$ cat src/rtl/qarma_tweak_sched.sv
// QARMA tweak schedule: accepts one tweak, then emits R round tweaks,
// stepping forward (h then LFSR) or backward (inverse LFSR then h^-1).
module qarma_tweak_sched #(
   parameter int N = 128,
   parameter int R = 8
) (
   input  logic                   clk,
   input  logic                   rst,
   input  logic                   in_valid,
   output logic                   in_ready,
   input  logic [N-1:0]           in_tweak,
   input  logic                   in_dir,
   output logic                   out_valid,
   input  logic                   out_ready,
   output logic [N-1:0]           out_tweak,
   output logic [$clog2(R):0]     out_round,
   output logic                   out_last
);

   localparam int M   = N / 16;
   localparam int RW  = $clog2(R) + 1;
   localparam int TAP = (M == 4) ? 1 : 2;

   // Packed 4-bit tables, entry i at [63-4*i -: 4]
   localparam logic [63:0] HP = {
      4'd6, 4'd5, 4'd14, 4'd15, 4'd0, 4'd1, 4'd2, 4'd3,
      4'd7, 4'd12, 4'd13, 4'd4, 4'd8, 4'd9, 4'd10, 4'd11};
   localparam logic [63:0] HI = {
      4'd4, 4'd5, 4'd6, 4'd7, 4'd11, 4'd1, 4'd0, 4'd8,
      4'd12, 4'd13, 4'd14, 4'd15, 4'd9, 4'd10, 4'd2, 4'd3};
   localparam logic [15:0] LC = 16'h291B;

   if (N != 64 && N != 128) begin : g_bad_n
      $error("qarma_tweak_sched: N must be 64 or 128");
   end
   if (R < 1) begin : g_bad_r
      $error("qarma_tweak_sched: R must be at least 1");
   end

   typedef enum logic {IDLE, RUN} state_t;

   state_t          state, state_nx;
   logic [N-1:0]    tweak_reg, tweak_nx;
   logic [N-1:0]    fwd, bwd;
   logic [RW-1:0]   round, round_nx;
   logic            dir_reg, dir_nx;

   logic [M-1:0]    c  [16];
   logic [M-1:0]    hc [16];
   logic [M-1:0]    fc [16];
   logic [M-1:0]    lc [16];

   function automatic logic [M-1:0] lfsr_f(input logic [M-1:0] x);
      return {x[0] ^ x[TAP], x[M-1:1]};
   endfunction

   function automatic logic [M-1:0] lfsr_i(input logic [M-1:0] y);
      return {y[M-2:0], y[M-1] ^ y[TAP-1]};
   endfunction

   for (genvar i = 0; i < 16; i++) begin : g_cell
      assign c[i]  = tweak_reg[N-1-M*i -: M];
      assign hc[i] = c[HP[63-4*i -: 4]];
      assign fc[i] = LC[i] ? lfsr_f(hc[i]) : hc[i];
      assign lc[i] = LC[i] ? lfsr_i(c[i]) : c[i];
      assign fwd[N-1-M*i -: M] = fc[i];
      assign bwd[N-1-M*i -: M] = lc[HI[63-4*i -: 4]];
   end

   always_ff @(posedge clk) begin
      if (rst) begin
         state     <= IDLE;
         tweak_reg <= '0;
         round     <= '0;
         dir_reg   <= 1'b0;
      end else begin
         state     <= state_nx;
         tweak_reg <= tweak_nx;
         round     <= round_nx;
         dir_reg   <= dir_nx;
      end
   end

   always_comb begin
      state_nx = state;
      tweak_nx = tweak_reg;
      round_nx = round;
      dir_nx   = dir_reg;
      unique case (state)
         IDLE: begin
            if (in_valid) begin
               state_nx = RUN;
               tweak_nx = in_tweak;
               dir_nx   = in_dir;
               round_nx = '0;
            end
         end
         RUN: begin
            if (out_ready) begin
               if (round == RW'(R - 1)) begin
                  state_nx = IDLE;
               end else begin
                  tweak_nx = dir_reg ? bwd : fwd;
                  round_nx = round + RW'(1);
               end
            end
         end
      endcase
   end

   assign in_ready  = (state == IDLE);
   assign out_valid = (state == RUN);
   assign out_tweak = tweak_reg;
   assign out_round = round;
   assign out_last  = (state == RUN) && (round == RW'(R - 1));

endmodule

$ cat config.mk
export PLATFORM = sky130hd
export DESIGN_NAME = qarma_tweak_sched
export DESIGN_NICKNAME = d
export VERILOG_FILES = /design/src/rtl/qarma_tweak_sched.sv
export SDC_FILE = /design/constraint.sdc
export NUM_CORES = 1
export LEC_CHECK = 0
export BUFFER_PORTS_ARGS = -buffer_cell sky130_fd_sc_hd__buf_4
export CAP_MARGIN = 5
export CORE_ASPECT_RATIO = 0.75
export CORE_MARGIN = 2
export CORE_UTILIZATION = 49
export CTS_BUF_LIST = sky130_fd_sc_hd__clkbuf_16
export DETAILED_ROUTE_END_ITERATION = 8
export PLACE_DENSITY_LB_ADDON = 0.05
export SYNTH_ARGS = -nofsm -noshare
export SYNTH_HDL_FRONTEND = slang
export SYNTH_SLANG_ARGS = --single-unit
$ cat constraint.sdc
create_clock -name clk -period 1.84 [get_ports clk]
set_input_delay 0.368 -clock clk [delete_from_list [all_inputs] [get_ports clk]]
set_output_delay 0.368 -clock clk [all_outputs]
set_load 0.05 [all_outputs]
== Yosys cells after proc, flatten, opt, wreduce, memory -nomap -nowiden ==
Index checks and enable logic that the tools add are counted.

* Input port bits: 133
* Flip-flop bits (word level): 134
* Output and inout bits: 135
* Logic and storage cells: 40

* Reductions and logical operators: 3
* Equality and inequality tests: 4
* Add/subtract/negate cells: 1
* Multiplexer cells: 13
* Bitwise gates (word level): 15

{| class="wikitable"
|+ Operators by type and width
! kind !! number
|-
| 128-bit 2-to-1 mux || 4
|-
| 128-bit one-hot mux with 2 select lines || 1
|-
| 1-bit XOR || 14
|-
| 4-bit 2-to-1 mux || 3
|-
| 4-bit one-hot mux with 2 select lines || 1
|-
| 2-bit != test, second input constant || 3
|-
| 4-bit by 1-bit adder with 4-bit output, second input constant || 1
|-
| 4-bit by 3-bit equality test with 1-bit output, second input constant || 1
|-
| 1-bit 2-to-1 mux || 3
|-
| 3-bit AND reduction || 1
|-
| 1-bit one-hot mux with 2 select lines || 1
|-
| 2-bit AND reduction || 1
|-
| 1-bit logical AND || 1
|-
| 1-bit inverter || 1
|}

== Longest topological paths before layout ==
Gate-level depths: netlist of run 1.

* Word-level depth: 5
* Mapped depth: 7

== Worst setup path after synthesis of run 1 ==
Ideal clock, no wire load.

* Kind: register -> output
* Start: register round[0], in the netlist out_round[0]
* End: output port out_last
* Buffers on the path: 2
* Stages on the path, launching flop included: 5
* Arrival time: 1.703 ns
* Setup slack: -0.231 ns
* Cells stage by stage: dfxtp_1 -> ha_1 -> and4b_4 -> buf_2 -> buf_2

* Word-level cells in the longest chain between the ends: 2

{| class="wikitable"
|+ Ends and longest elaborated chain
! element !! RTL line !! RTL
|-
| start, declared || 45 || <nowiki>logic [RW-1:0] round, round_nx;</nowiki>
|-
| start signal, assigned || 79 || <nowiki>round <= round_nx;</nowiki>
|-
| 4-bit by 3-bit equality test with 1-bit output || 115 || <nowiki>assign out_last = (state == RUN) && (round == RW'(R - 1));</nowiki>
|-
| 1-bit logical AND || 115 ||
|-
| end, declared || 17 || <nowiki>output logic out_last</nowiki>
|}

No other way between the ends.

== Worst setup path in the final report of run 1 ==
Ends and elaborated chain as after synthesis.

==> results of run 1 <==
final timing paths:
check                     start        endpoint  slack [ns]  cells after the start
hold / removal    in_tweak[114]  out_tweak[114]        0.15                      3
setup / recovery   out_round[0]        out_last        0.07                      3
setup reg to reg   out_round[0]   out_tweak[17]        0.12                      7
hold reg to reg    out_round[1]    out_round[1]        0.50                      2
critical path: stages (launching register included):
cell     delay [ns]
dfxtp_2        0.36
ha_2           0.20
and4b_4        0.28
buf_8          0.16
synthesized netlist by cell type, drive strengths merged (5+ instances only):
cell type,number
nand2,143
dfxtp,134
mux2i,112
inv,103
o221ai,99
buf,40
clkbuf,25
o211ai,25
nor2,16
o32ai,15
o211a,13
xor2,13
a211oi,7
o21ai,5
final cells by class:
cell class / instances / area, sq um / area share [%]
Multi-Input combinational cell: 474 / 3530 / 35.5
Sequential cell: 134 / 2690 / 27.1
Clock inverter: 13 / 184 / 1.85
Timing Repair Buffer: 304 / 2500 / 25.1
Inverter: 103 / 387 / 3.89
Tap cell: 175 / 219 / 2.20
Clock buffer: 17 / 425 / 4.28
routing by layer:
metal  part of all wire [%]  global-route usage [%]  vias up
met4                    1.6                    8.43        0
met2                     44                    47.3      353
met3                     10                    8.29       32
met5                      0                       0        -
met1                     45                    46.1     3282
li1                       -                       -     3301
logic make-up (layout without fill, tap and decap cells):
kind of cell	after synthesis	count (layout)	share of synthesized area (%)
xor gates and xnor gates	14	14	1.79
AOI/OAI and AO/OA	172	172	22.3
adders and majority gates	1	1	0.182
buffers and inverters	168	437	10.1
muxes	112	112	16.3
and+or+nand+nor	175	175	10.3
DFF	134	134	39.1
power breakdown:
part           switching, mW  total, mW  leakage (nW)  internal, mW
combinational           1.45       2.35          2.74         0.905
sequential             0.354       3.48          1.10          3.13
clock                   1.32       3.57         0.296          2.25
stage by stage:
| stage | hold slack, ns | utilization [%] | area, sq um |
|---|---|---|---|
| after CTS | 0.143 | 72.1 | 9870 |
| after floorplan | 0.484 | - | 6870 |
| after global routing | 0.146 | 72.5 | 9940 |
| final | 0.153 | 72.5 | 9940 |
| after detailed placement | 0.495 | 67.4 | 9240 |
| after global placement | 0.487 | 67.4 | 9240 |
what timing repair did:
action	in CTS	in global routing
endpoints found under the hold margin	0	0
cloned	0	1
endpoints found under the setup margin	1	32
resized for setup	1	4
pin swaps	1	1
hold buffers	0	0
setup buffers	3	1
==> impl_results.md, run 1 <==
- Ys flop type: dfxtp_1
- Pin count of the biggest net entering global routing: 48
- Initial DRC count: 532
- Fmax: 564 MHz
- Area grow syn2layout: 44.7%
- Post-synth top area share: 39.1%
- Die Width: 141 um
- Post-Syn Nets: 910
- Clock Skew: 0.0103 ns
- Most frequent cells in the layout: buf_4, nand2_1, dfxtp_1, mux2i_1, inv_1
- Most common cell after layout, fill and taps aside: buf_4
- Worst-path clk slew: 0.06 ns
- CTS max path bufs: 2
- Via/cell ratio: 5.71
- Seq/Total Area, Yosys: 39.1%
- Worst setup SP type: flip-flop
- Critical path capture point type: output pin
- Fin nets: 1168
- CTS tree: built
- CTS sink count: 134
- Top Ports: 268
- Post-synth EDFFs: 0
- Die ar.: 15000 sq um
- WL final: 24600 um
- Worst-margin pin slew: 0.551 ns
- Max Slew Vio Count: 0
- Peak supply drop: 729 uV
- Root Driver: clkbuf_16
- Rows: 37
- DRC errors left: 0
- Max FFs per register: 128
- Largest cells by area after synthesis: dfxtp_1, mux2i_1, o221ai_1, nand2_1, inv_1
- Antenna Cells: 0
- Tcrit/Tclk final: 96.4%
- Post-route setup slack: 0.0654 ns
- Sum of negative setup slack: 0 ns
- Slew margin rel.: 62.5%
- Register bit total from synthesis: 134
- Status: finished clean
- Number of global-route vias before repair: 6577
- Pwr per Cell Area: 947 nW/um^2
- IO Port Bufs: 267
- # fillers: 1080
- Cell Area, Synth: 6870 sq um
- Final Critical Period: 1.77 ns
- Initial antenna violation count: 0
- Place WS: 0.0588 ns
- H-tree levels: 4
- Worst EP required: 1.47 ns
- Async S/R FF share, synth: 0%
- Pwr Total: 9.41 mW
- Detailed Place HPWL: 17700 um
- Fin cells: 1220
- Unrepaired setup endpoints after global routing: no
- Maxcap violations: 0
- First-pass DRT Iterations: 5
- Vias: 6968
- GPL Wtd Cong: 0.897
- Die Y: 107 um
- Worst-skew pair later-pin latency: 0.41 ns
- DR WL/cell: 20.1 um
- CP Max Fanout: 5
- CTS Buf Count: 17
- Antenna-violating nets left: 0
- Post-synthesis cell type count: 35
- Core ar.: 13700 sq um
- GRT overflow: 0
- Count of final hold-check violations: 0
- Final setup vio count: 0
- Placed cell count: 1185
- GR Util All Layers: 31.9%
- Hold Path Class: in2reg
- Starting Density: 50.1%
- Synth area leader: dfxtp_1
- Share of cells above drive strength 1: 34.2%
- Crit Path Category: reg2out
- First-pass GRT wire length: 37200 um
- Yosys warning total: 0
- Worst EP arrival: 1.41 ns
- Leak: 4.14 nW
- Gate Count Post-Synth: 776
- Mean Syn Cell Area: 8.85 sq um
Power figures use the tool's default switching activity.
==> inputs of run 2 (changes only) <==
--- a/config.mk
+++ b/config.mk
@@ -5,12 +5,12 @@
 export SDC_FILE = /design/constraint.sdc
 export NUM_CORES = 1
 export LEC_CHECK = 0
+export ABC_CLOCK_PERIOD_IN_PS = 1840
 export BUFFER_PORTS_ARGS = -buffer_cell sky130_fd_sc_hd__buf_4
 export CAP_MARGIN = 5
 export CORE_ASPECT_RATIO = 0.75
 export CORE_MARGIN = 2
 export CORE_UTILIZATION = 49
-export CTS_BUF_LIST = sky130_fd_sc_hd__clkbuf_16
 export DETAILED_ROUTE_END_ITERATION = 8
 export PLACE_DENSITY_LB_ADDON = 0.05
 export SYNTH_ARGS = -nofsm -noshare
==> impl_results.md, run 2 (synthesis results as in run 1) <==
- Tcrit/Tclk final: 96.4% (about the same)
- H-tree levels: 4 (unchanged)
- Initial antenna violation count: 0 (unchanged)
- Fmax: 564 MHz (about the same)
- Worst EP arrival: 1.41 ns (about the same)
- GPL Wtd Cong: 0.897 (unchanged)
- Antenna-violating nets left: 0 (unchanged)
- Unrepaired setup endpoints after global routing: no (unchanged)
- Met3 GRT Util: 8.29% (unchanged)
- Die Width: 141 um (unchanged)
- Worst reg2reg path endpoint: out_tweak[17] (unchanged)
- CP Max Fanout: 15 (was 5)
- Final setup vio count: 0 (unchanged)
- Area grow syn2layout: 44.7% (unchanged)
- Hold Path Class: in2reg (unchanged)
- Leak: 4.13 nW (was 4.14 nW)
- Share of cells above drive strength 1: 34.2% (unchanged)
- Rows: 37 (unchanged)
- Final Critical Period: 1.77 ns (about the same)
- Most common cell after layout, fill and taps aside: buf_4 (unchanged)
- Initial DRC count: 532 (unchanged)
- Worst EP required: 1.47 ns (about the same)
- First-pass DRT Iterations: 5 (unchanged)
- IO Port Bufs: 267 (unchanged)
- CTS tree: built (unchanged)
- GRT overflow: 0 (unchanged)
- Die Y: 107 um (unchanged)
- Pwr per Cell Area: 947 nW/um^2 (about the same)
- Peak supply drop: 729 uV (about the same)
- Pwr Total: 9.41 mW (about the same)
- Hold Crit Depth: 3 (unchanged)
- Count of final hold-check violations: 0 (unchanged)
- CTS sink count: 134 (unchanged)
- Critical path capture point type: output pin (unchanged)
- Antenna Cells: 0 (unchanged)
- Via/cell ratio: 5.72 (was 5.71)
- Worst-skew pair later-pin latency: 0.41 ns (about the same)
- Sum of negative setup slack: 0 ns (unchanged)
- GR Util All Layers: 31.9% (unchanged)
- R2r worst-path depth: 5 (was 7)
- Status: finished clean (unchanged)
- Number of global-route vias before repair: 6577 (unchanged)
- Max FFs per register: 128 (unchanged)
- Met2 usage: 47.3% (unchanged)
- Max Slew Vio Count: 0 (unchanged)
- WL final: 24600 um (about the same)
- Detailed Place HPWL: 17700 um (unchanged)
- Fin nets: 1168 (unchanged)
- HP Start: in_tweak[114] (unchanged)
- Vias: 6980 (was 6968)
- DRC errors left: 0 (unchanged)
- Worst-margin pin slew: 0.555 ns (was 0.551 ns)
- CTS Buf Count: 17 (unchanged)
- Slew margin rel.: 62.2% (was 62.5%)
- Root Driver: clkbuf_16 (unchanged)
- Core ar.: 13700 sq um (unchanged)
- Crit Path Category: reg2out (unchanged)
- Top Usage Layer GRT: met2 (unchanged)
- Top Ports: 268 (unchanged)
- Hold EP: out_tweak[114] (unchanged)
- Worst setup SP type: flip-flop (unchanged)
- CTS max path bufs: 2 (unchanged)
- DR WL/cell: 20.2 um (was 20.1 um)
- Worst-path clk slew: 0.06 ns (about the same)
- Most frequent cells in the layout: buf_4, nand2_1, dfxtp_1, mux2i_1, inv_1 (unchanged)
- M1 GR Usage: 46.1% (unchanged)
- Reg-to-reg startpoint: out_valid (was out_round[0])
- Pin count of the biggest net entering global routing: 48 (unchanged)
- # fillers: 1080 (unchanged)
- Reg2reg setup slack: 0.12 ns (about the same)
- Die ar.: 15000 sq um (unchanged)
- Starting Density: 50.1% (unchanged)
- Clock Skew: 0.00937 ns (was 0.0103 ns)
- Maxcap violations: 0 (unchanged)
- First-pass GRT wire length: 37200 um (unchanged)
==> run 2: cell count changes in the layout (fill, tap and decap cells not counted) <==
cell and change:
clkbuf_1 +1, inv_1 -1
==> run 2: metal layers <==
layer	vias up	wire [um]
li1	3301	-
met1	3284	10900
met2	363	10800
met3	32	2480
met4	0	396
met5	-	0
==> run 2: worst max-delay path by stage <==
stage / cells past startpoint / end / start / slack (ns)
global placement: 5 / out_tweak[86] / out_round[0] / 0.12
finish: 3 / in_ready / out_valid / 0.07
floorplan: 6 / out_tweak[100] / out_round[0] / 0.03
CTS: 6 / out_tweak[77] / out_round[0] / 0.04
detailed placement: 5 / out_tweak[85] / out_round[0] / 0.06
global route: 3 / out_last / out_round[0] / 0.009
==> run 2: timing repair <==
item                                    CTS  global route
resized for setup                         1             4
pin swaps                                 1             1
cloned                                    0             1
setup buffers                             3             1
hold buffers                              0             0
endpoints found under the setup margin    1            32
==> run 2: worst max-delay path, stage by stage, from the launching register on <==
cell     delay [ns]
dfxtp_2        0.35
buf_4          0.19
inv_1          0.20
buf_4          0.25
==> run 2: final cells by class <==
type                       count  area (sq um)  area share, %
clock buffer                  18           429           4.32
timing repair buffer         304          2500           25.1
sequential                   134          2690           27.1
clock inverter                12           180           1.81
tap                          175           219           2.20
multi-input combinational    474          3530           35.5
inverter                     103           387           3.89
==> run 2: stage by stage <==
step | util, % | hold slack, ns | setup slack (ns) | std cells | cell area [sq um]
floorplan | - | 0.484 | 0.0308 | 776 | 6870
global placement | 67.4 | 0.487 | 0.119 | 1185 | 9240
detailed placement | 67.4 | 0.495 | 0.0588 | 1185 | 9240
CTS | 72.1 | 0.143 | 0.0395 | 1218 | 9870
global route | 72.5 | 0.146 | 0.00899 | 1220 | 9940
finish | 72.5 | 0.153 | 0.0659 | 1220 | 9940
==> run 2: power breakdown <==
group	switching (mW)	internal (mW)
clock	1.32	2.26
combinational	1.45	0.905
sequential	0.354	3.13
total	3.12	6.29
